### src/rtl/arith_pkg.sv
// Shared definitions for the arithmetic sequencer: order codes, FSM states
// and the default datapath width.
package arith_pkg;

  localparam int OP_ILLEGAL_MIN = 6;
  localparam int DEFAULT_WIDTH  = 30;

  typedef enum logic [2:0] {
    OP_ADD = 3'd0,
    OP_SUB = 3'd1,
    OP_MUL = 3'd2,
    OP_DIV = 3'd3,
    OP_AND = 3'd4,
    OP_IO  = 3'd5
  } op_e;

  typedef enum logic [4:0] {
    IDLE,
    ADD,
    SUB_NOT,
    SUB_CHK,
    SUB_SUM,
    MUL_INIT,
    MUL_ADD,
    MUL_SHR,
    DIV_INIT,
    DIV_CHK,
    DIV_SHL,
    DIV_STEP,
    AND_OP,
    IO_SHL,
    DONE_B2C,
    DONE_C2B,
    IO_DONE
  } state_e;

endpackage

### src/rtl/arith_iter_cnt.sv
// Loop counter for the iterative orders; wraps to zero on the step that
// reaches the limit, so it always reads zero once a loop has exited.
module arith_iter_cnt #(
  parameter int W = 5
) (
  input  logic         clk,
  input  logic         resetn,
  input  logic         clear,
  input  logic         inc,
  input  logic [W-1:0] limit,
  output logic         last
);

  logic [W-1:0] cnt;

  assign last = (cnt == limit);

  always_ff @(posedge clk) begin
    if (!resetn || clear) begin
      cnt <= '0;
    end else if (inc) begin
      cnt <= last ? '0 : cnt + W'(1);
    end
  end

endmodule

### src/rtl/arith_seq.sv
// Arithmetic order sequencer: decodes orders, steps the datapath micro-ops
// for add/sub/mul/div/and/io and maintains the three sign registers.
module arith_seq
  import arith_pkg::*;
#(
  parameter  int WIDTH  = DEFAULT_WIDTH,
  parameter  int IO_MAX = 8,
  localparam int IO_W   = $clog2(IO_MAX + 1)
) (
  input  logic            clk,
  input  logic            resetn,
  input  logic            order_valid,
  input  logic [2:0]      order_op,
  input  logic [IO_W-1:0] io_shift_n,
  input  logic            abort,
  input  logic            ctrl_abs,
  input  logic            carry_out,
  input  logic            reg_c_lsb,
  input  logic            reg_c_msb,
  input  logic            reg_b0,
  input  logic            mv_c_to_a,
  input  logic            mv_c_to_b,
  input  logic            mv_b_to_c,
  input  logic            sign_load_c,
  input  logic            sign_in,
  output logic            busy,
  output logic            answer,
  output logic            answer_io,
  output logic            overflow,
  output logic            order_err,
  output logic            do_not_a,
  output logic            do_not_b,
  output logic            do_sum,
  output logic            do_and,
  output logic            do_clear_b,
  output logic            do_set_c_lsb,
  output logic            do_shl_b,
  output logic            do_shl_c,
  output logic            do_shr_bc,
  output logic            do_move_b_to_c,
  output logic            do_move_c_to_b,
  output logic            a_sign,
  output logic            b_sign,
  output logic            c_sign
);

  // The counter also walks the IO shift count, so it must hold IO_MAX too.
  localparam int CNT_W = ($clog2(WIDTH) > IO_W) ? $clog2(WIDTH) : IO_W;
  localparam logic [2:0] OP_ILL = 3'(OP_ILLEGAL_MIN);

  state_e           state, state_nxt;
  op_e              op;
  logic             cnt_inc, cnt_clear, cnt_last;
  logic [CNT_W-1:0] cnt_limit, io_limit, io_clamped;
  logic             io_load;
  logic             fsm_b_upd, fsm_b_val;

  assign op         = op_e'(order_op);
  assign busy       = resetn && (state != IDLE);
  assign io_clamped = (io_shift_n > IO_W'(IO_MAX)) ? CNT_W'(IO_MAX) : CNT_W'(io_shift_n);
  assign cnt_limit  = (state == IO_SHL) ? io_limit : CNT_W'(WIDTH - 1);
  assign cnt_clear  = abort || (state == IDLE);

  arith_iter_cnt #(.W(CNT_W)) u_cnt (
    .clk    (clk),
    .resetn (resetn),
    .clear  (cnt_clear),
    .inc    (cnt_inc),
    .limit  (cnt_limit),
    .last   (cnt_last)
  );

  always_comb begin
    // NOTE: every signal written here gets a default first, so no path can infer a latch.
    state_nxt      = state;
    answer         = 1'b0;
    answer_io      = 1'b0;
    overflow       = 1'b0;
    order_err      = 1'b0;
    do_not_a       = 1'b0;
    do_not_b       = 1'b0;
    do_sum         = 1'b0;
    do_and         = 1'b0;
    do_clear_b     = 1'b0;
    do_set_c_lsb   = 1'b0;
    do_shl_b       = 1'b0;
    do_shl_c       = 1'b0;
    do_shr_bc      = 1'b0;
    do_move_b_to_c = 1'b0;
    do_move_c_to_b = 1'b0;
    cnt_inc        = 1'b0;
    io_load        = 1'b0;
    fsm_b_upd      = 1'b0;
    fsm_b_val      = 1'b0;

    // Reset silences everything; abort kills the order and drops any new one.
    if (resetn && abort) begin
      state_nxt = IDLE;
    end else if (resetn) begin
      if (order_valid && state != IDLE) order_err = 1'b1;
      case (state)
        IDLE: begin
          if (order_valid) begin
            if (order_op >= OP_ILL) begin
              order_err = 1'b1;
            end else begin
              case (op)
                OP_ADD:  state_nxt = ADD;
                OP_SUB:  state_nxt = SUB_NOT;
                OP_MUL:  state_nxt = MUL_INIT;
                OP_DIV:  state_nxt = DIV_INIT;
                OP_AND:  state_nxt = AND_OP;
                OP_IO: begin
                  io_load   = 1'b1;
                  state_nxt = (io_clamped == '0) ? IO_DONE : IO_SHL;
                end
                default: state_nxt = IDLE;
              endcase
            end
          end
        end
        ADD: begin
          if (carry_out) begin
            overflow  = 1'b1;
            state_nxt = IDLE;
          end else begin
            do_sum    = 1'b1;
            state_nxt = DONE_B2C;
          end
        end
        SUB_NOT: begin
          do_not_a  = 1'b1;
          state_nxt = SUB_CHK;
        end
        SUB_CHK: begin
          fsm_b_upd = 1'b1;
          fsm_b_val = b_sign & ~carry_out;
          if (carry_out) begin
            do_sum    = 1'b1;
            state_nxt = DONE_B2C;
          end else begin
            do_not_a  = 1'b1;
            do_not_b  = 1'b1;
            state_nxt = SUB_SUM;
          end
        end
        SUB_SUM: begin
          do_sum    = 1'b1;
          state_nxt = DONE_B2C;
        end
        MUL_INIT: begin
          do_clear_b = 1'b1;
          fsm_b_upd  = 1'b1;
          fsm_b_val  = a_sign ^ b_sign;
          state_nxt  = MUL_ADD;
        end
        MUL_ADD: begin
          do_sum    = reg_c_lsb;
          state_nxt = MUL_SHR;
        end
        MUL_SHR: begin
          do_shr_bc = 1'b1;
          cnt_inc   = 1'b1;
          state_nxt = cnt_last ? DONE_B2C : MUL_ADD;
        end
        DIV_INIT: begin
          do_not_a  = 1'b1;
          fsm_b_upd = 1'b1;
          fsm_b_val = a_sign ^ b_sign;
          state_nxt = DIV_CHK;
        end
        DIV_CHK: begin
          if (carry_out) begin
            overflow  = 1'b1;
            state_nxt = IDLE;
          end else begin
            state_nxt = DIV_SHL;
          end
        end
        DIV_SHL: begin
          do_shl_b  = 1'b1;
          do_shl_c  = 1'b1;
          state_nxt = DIV_STEP;
        end
        DIV_STEP: begin
          do_sum       = (carry_out != reg_b0);
          do_set_c_lsb = (carry_out != reg_b0);
          cnt_inc      = 1'b1;
          state_nxt    = cnt_last ? DONE_C2B : DIV_SHL;
        end
        AND_OP: begin
          do_and    = 1'b1;
          state_nxt = DONE_C2B;
        end
        IO_SHL: begin
          do_shl_c  = 1'b1;
          cnt_inc   = 1'b1;
          state_nxt = cnt_last ? IO_DONE : IO_SHL;
        end
        DONE_B2C: begin
          do_move_b_to_c = 1'b1;
          answer         = 1'b1;
          state_nxt      = IDLE;
        end
        DONE_C2B: begin
          do_move_c_to_b = 1'b1;
          fsm_b_upd      = 1'b1;
          fsm_b_val      = c_sign;
          answer         = 1'b1;
          state_nxt      = IDLE;
        end
        IO_DONE: begin
          answer_io = 1'b1;
          state_nxt = IDLE;
        end
        default: state_nxt = IDLE;
      endcase
    end
  end

  always_ff @(posedge clk) begin
    // NOTE: sequential state uses non-blocking assignments so every flop samples pre-edge values.
    if (!resetn) state <= IDLE;
    else         state <= state_nxt;
  end

  // NOTE: io_limit needs no reset; it is always written on IO accept before IO_SHL reads it.
  always_ff @(posedge clk) begin
    if (io_load) io_limit <= io_clamped - CNT_W'(1);
  end

  always_ff @(posedge clk) begin
    if (!resetn) begin
      a_sign <= 1'b0;
      b_sign <= 1'b0;
      c_sign <= 1'b0;
    end else begin
      if (mv_c_to_a)  a_sign <= c_sign & ~ctrl_abs;
      else if (abort) a_sign <= 1'b0;

      if (mv_c_to_b)       b_sign <= c_sign & ~ctrl_abs;
      else if (mv_b_to_c)  b_sign <= b_sign & ~ctrl_abs;
      else if (fsm_b_upd)  b_sign <= fsm_b_val;
      else if (do_clear_b) b_sign <= 1'b0;

      if (mv_b_to_c)           c_sign <= b_sign & ~ctrl_abs;
      else if (do_move_b_to_c) c_sign <= b_sign;
      else if (do_shl_c)       c_sign <= reg_c_msb;
      else if (sign_load_c)    c_sign <= sign_in;
    end
  end

endmodule

### config.mk
export PLATFORM = sky130hd
export DESIGN_NAME = arith_seq
export DESIGN_NICKNAME = d
export VERILOG_FILES = /design/src/rtl/arith_pkg.sv /design/src/rtl/arith_iter_cnt.sv /design/src/rtl/arith_seq.sv
export SDC_FILE = /design/constraint.sdc
export NUM_CORES = 1
export LEC_CHECK = 0
export ABC_AREA = 0
export CORE_AREA = 4 4 52 77
export DETAILED_ROUTE_END_ITERATION = 12
export DIE_AREA = 0 0 56 81
export PLACE_DENSITY = 0.9
export SYNTH_ARGS = -nofsm -noshare
export SYNTH_HDL_FRONTEND = slang
export SYNTH_HIERARCHICAL = 1
export SYNTH_SLANG_ARGS = --single-unit
export TNS_END_PERCENT = 1
### constraint.sdc
create_clock -name clk -period 3.1 [get_ports clk]
set_input_delay 0.62 -clock clk [delete_from_list [all_inputs] [get_ports clk]]
set_output_delay 0.62 -clock clk [all_outputs]
set_load 0.005 [all_outputs]
=== After elaboration in Yosys (flattened, before gate mapping) ===
Cells that the tools add are included.

* Bits of input ports: 21
* Output and inout bits: 19
* Logic and storage cells: 152
* Register bits after elaboration: 18

* Bitwise logic cells: 7
* Equal/unequal tests: 25
* Multiplexer cells: 88
* Add/sub/neg operators: 2
* Reductions and logical operators: 22
* $lt $le $gt $ge: 2

{| class="wikitable"
|+ Operator list
! operator !! number
|-
| $mux 1 || 71
|-
| $pmux 5 s14 || 1
|-
| $eq 5x4->1 const B || 8
|-
| $mux 5 || 6
|-
| $pmux 5 s6 || 1
|-
| $eq 5x3->1 const B || 4
|-
| $mux 4 || 5
|-
| $reduce_or 2->1 || 6
|-
| $eq 5x2->1 const B || 2
|-
| $logic_not 5->1 || 2
|-
| $reduce_bool 4->1 || 2
|-
| $eq 3x2->1 const B || 2
|-
| $eq 3x3->1 const B || 2
|-
| $add 5x1->5 const B || 1
|-
| $eq 5x1->1 const B || 1
|-
| $eq 5x5->1 || 1
|-
| $eq 5x5->1 const B || 1
|-
| $pmux 1 s5 || 1
|-
| $reduce_bool 5->1 || 1
|-
| $sub 4x1->5 const B || 1
|-
| $gt 4x4->1 const B || 1
|-
| $ne 2x2->1 const B || 2
|-
| $reduce_or 4->1 || 1
|-
| $and 1x1->1 || 3
|-
| other kinds (15) || 20
|}

=== Logic depth before layout (Yosys ltp) ===
* Depth after elaboration: 8
* Gate-level depth with buffers: 12
* Depth with buffers taken out: 11

=== Cells and area by module ===
The synthesis kept the hierarchy.

{| class="wikitable"
|+ Modules (own cells, without submodules)
! module !! times used !! seq. area each (µm²) !! cells each !! area an instance (µm²)
|-
| arith_seq || 1 || 310.3 || 180 || 1318.8
|-
| arith_iter_cnt || 1 || 100.1 || 30 || 306.5
|}

=== Least setup slack after synthesis ===
No wires, ideal clock.

* Path type: register -> register
* From: register state[2]
* To: register state[3]
* Buffers on the path: 1
* Period minus slack after synthesis: 2.514 ns
* Setup time: 0.075 ns
* Setup slack: 0.586 ns
* Arrival time: 2.439 ns
* Required time: 3.025 ns
* Stages on the path, launching flop included: 13
* Path through: dfxtp_1 > buf_2 > nand2_2 > nor3_2 > nand2b_1 > xor2_1 > nor4_4 > and2_1 > nand2b_1 > a21oi_1 > nor2_1 > or3_1 > a31oi_1

* Longest elaborated chain between the ends: 5
* Elaborated cells on any way between the ends: 22
* Classes of those cells: eq/ne (16); mux (4); reduce/logical (2)

{| class="wikitable"
|+ RTL lines
! item !! RTL line !! text
|-
| start: declaration || arith_seq.sv:51 || <nowiki>state_e state, state_nxt;</nowiki>
|-
| start signal: assignment || arith_seq.sv:224 || <nowiki>else state <= state_nxt;</nowiki>
|-
| $eq 5x4->1 * || arith_seq.sv:61 || <nowiki>assign cnt_limit = (state == IO_SHL) ? io_limit : CNT_W'(WIDTH - 1);</nowiki>
|-
| $mux 5 * || arith_seq.sv:61 ||
|-
| named net cnt_limit[4] || arith_seq.sv:54 || <nowiki>logic [CNT_W-1:0] cnt_limit, io_limit, io_clamped;</nowiki>
|-
| $eq 5x5->1 * || arith_iter_cnt.sv:16 || <nowiki>assign last = (cnt == limit);</nowiki>
|-
| named net cnt_last || arith_seq.sv:53 || <nowiki>logic cnt_inc, cnt_clear, cnt_last;</nowiki>
|-
| $mux 5 / $mux 4 (equally long branches) || arith_seq.sv:198, arith_seq.sv:164 ||
|-
| $pmux 5 s14 * || arith_seq.sv:101 || <nowiki>case (state)</nowiki>
|}

Mark *: on every way through the listed nets, which the timed path passes. The rest lies on a longest branch.
A chain may end at the register's enable or synchronous reset.

=== Worst setup path in the final report ===
* From: input abort
* To: output do_move_b_to_c

* Longest elaborated chain between the ends: 2

{| class="wikitable"
|+ RTL lines
! item !! RTL line !! text
|-
| start: declaration || arith_seq.sv:15 || <nowiki>input logic abort,</nowiki>
|-
| $logic_and 1x1->1 || arith_seq.sv:97 || <nowiki>if (resetn && abort) begin</nowiki>
|-
| $mux 1 || arith_seq.sv:97 ||
|-
| end: declaration || arith_seq.sv:40 || <nowiki>output logic do_move_b_to_c,</nowiki>
|}

Every way passes these cells.

==> results_dict.tcl <==
set metrics [dict create \
    critPathKind "input port to output port" \
    clkTransAtPathRegs_ns 0.07 \
    dr_wl_met3_um 119 \
    period_minus_slack_ns 2.983 \
    drc 0 \
    hold_buffers 0 \
    fmax_mhz 335.3 \
    yosysWarningCount 6 \
    synthTopCellsByArea "dfxtp_1, edfxtp_1, nand2b_1" \
    status "finished clean" \
    wl_um 4109 \
    antenna_found_initial 0 \
    reg2reg_depth 10 \
    yosysTopAreaCell "dfxtp_1" \
    cp-start-kind "input port" \
    fin_skew_ns 0.001299 \
    num_io_pins 40 \
    topRoutingLayerUsed "met4" \
    slew_violations 0 \
    grt_pass1_vias 1530 \
    post-route-period-util 0.9621 \
    synth_edf_count 5 \
    met2_wirelength_um 2137 \
    cts_buffers 3 \
    numPortBuffers 39 \
    syn-cell-area_sq_mm 0.001625 \
    cts_sinks 18 \
    overflow 0 \
    grt_usage 0.1822 \
    start_util 0.4804 \
    cts_tree "done" \
    endpoint_kind "output port" \
    p_leak_nw 0.7322 \
    gp_congestion 0.8418 \
    synth_top_area_frac 0.1601 \
    num_vias 1655 \
    synth_cell_types 57 \
    ys_seq_area_frac 0.2525 \
    htreeDepth 1 \
    antenna_left 0 \
    drive_above_1_share 0.08065 \
    syn_avg_cell_area_sq_um 7.740 \
    num_antenna_cells 0 \
    core_area_sq_mm 0.003383 \
    dr.pass1.iters 4 \
    worstMarginPinSlew_ns 0.5110 \
    drtIter0Drc 43 \
    wirelength_met1_um 1720 \
    ys_ff_latch 18 \
    clk_latency_ns 0.25 \
    dp.final_hpwl_um 3172 \
    hp-class "register to register" \
    synthTopCellsByCount "nand2_1, a21oi_1, nand2b_1, nor2_1, dfxtp_1" \
    synthCells 210 \
    die_w_um 56 \
    setup_viol 0 \
    synthFlopType "dfxtp_1" \
    cts_resized 0 \
    die_y_um 81 \
    finalSetupTns_ns 0 \
    maxCapViolations 0 \
    ir_drop_uv 289.1 \
    grt_max_degree 30 \
    rsz0062_at_grt "false" \
    die_area_sq_mm 0.004536 \
    synth.most_common_cell "nand2_1" \
    power_density_mw_per_mm2 255.3 \
    nets 272 \
    async_flop_share 0 \
    avgViaCountPerCell 5.707 \
    worstPathMaxFanout 5 \
    grt_pass1_wl_um 6803 \
    row_count 26 \
    area_delta_synth_final_pct 29.18 \
    crit_required_ns 2.48 \
    relSlewSlack 0.6589 \
    routedWlPerCell_um 14.17 \
    syn_nets 233 \
    cts_buffer_depth 2 \
    hold_viol 0 \
    critPathArrivalTime_ns 2.36 \
    power_uw 536.1 \
    cts-root-buf "clkbuf_8" \
    cts_setup_buffers 0 \
    min_delay_path_depth 1 \
    post-route-util 0.6206 \
]
-- cell type report --
cell class	instances	area [sq um]
multi-input cells	175	1126
clock inverters	1	3.754
well taps	42	52.55
clock buffers	3	41.29
inverters	4	15.01
flip-flops and latches	18	410.4
fillers	302	1284
repair buffers	47	450.4
-- placed cells by master (no fill, tap or decap), types with 2 or more instances in the layout --
cell type,count
buf_4,8
o21ai_1,4
a22oi_1,2
nand3_1,5
and3b_1,2
o31ai_1,2
clkdlybuf4s50_1,39
edfxtp_1,5
nand3b_1,4
o22ai_1,3
xor2_1,8
and3_1,4
mux2i_1,2
nor3_1,6
nor3b_1,3
a21oi_1,16
a31oi_1,3
ha_1,2
nor2_1,15
xnor2_1,5
nand4_1,2
o21ai_0,6
nor4_1,2
clkbuf_8,3
and2_1,6
a211oi_1,4
nand2_1,19
dfxtp_1,13
inv_1,4
nor2b_1,9
and2b_1,2
nand2b_1,16
-- final timing paths --
kind                             start                         to  slack (ns)
min          u_cnt/cnt[0]$_SDFFE_PP0P_  u_cnt/cnt[0]$_SDFFE_PP0P_        0.58
max                              abort             do_move_b_to_c        0.12
max reg2reg      state[4]$_SDFFE_PP0P_      state[3]$_SDFFE_PP0P_        0.53
min reg2reg  u_cnt/cnt[0]$_SDFFE_PP0P_  u_cnt/cnt[0]$_SDFFE_PP0P_        0.58
-- flip-flops by register name, indices dropped and copies added (netlist names) --
register and flops:
c_sign 1, state 5, io_limit 5, u_cnt/cnt 5, b_sign 1, a_sign 1
-- critical path: stages --
cell and delay [ns]:
clkdlybuf4s50_1 0.52, or3b_4 0.45, nor2_4 0.12, and2_1 0.14
clkdlybuf4s50_1 0.51
-- report_power, final --
part | switching, mW | total (mW) | internal (mW) | leakage (nW)
sequential | 0.00267 | 0.248 | 0.245 | 0.152
clock | 0.0767 | 0.164 | 0.0878 | 0.0231
combinational | 0.0602 | 0.124 | 0.0637 | 0.557
total | 0.140 | 0.536 | 0.397 | 0.732
-- through the flow --
stage / setup WS (ns) / cell area (sq um) / std cells / hold WS (ns)
after floorplan: 0.5858 / 1625 / 210 / 0.5205
after global placement: 0.1690 / 2054 / 286 / 0.5637
after detailed placement: 0.1275 / 2054 / 286 / 0.5701
after CTS: 0.1292 / 2100 / 290 / 0.5850
after global routing: 0.05284 / 2100 / 290 / 0.6286
final: 0.1175 / 2100 / 290 / 0.5816
-- cell families (layout without fill, tap and decap cells) --
| logic type | after synthesis | in the layout | share of synthesized area |
|---|---|---|---|
| DFF | 18 | 18 | 0.2525 |
| buffers and inverters | 17 | 55 | 0.05465 |
| AOI/OAI and AO/OA | 53 | 53 | 0.2133 |
| muxes | 2 | 2 | 0.01232 |
| and+or+nand+nor | 105 | 105 | 0.3818 |
| adders and majority gates | 2 | 2 | 0.01539 |
| xor gates and xnor gates | 13 | 13 | 0.07005 |
-- per-layer routing --
metal,global-route usage,up-vias
li1,-,830
met1,0.2155,764
met2,0.3267,51
met3,0.01272,10
met4,0.09739,0
met5,0,-
No activity file was read; power rests on OpenSTA's default activity.
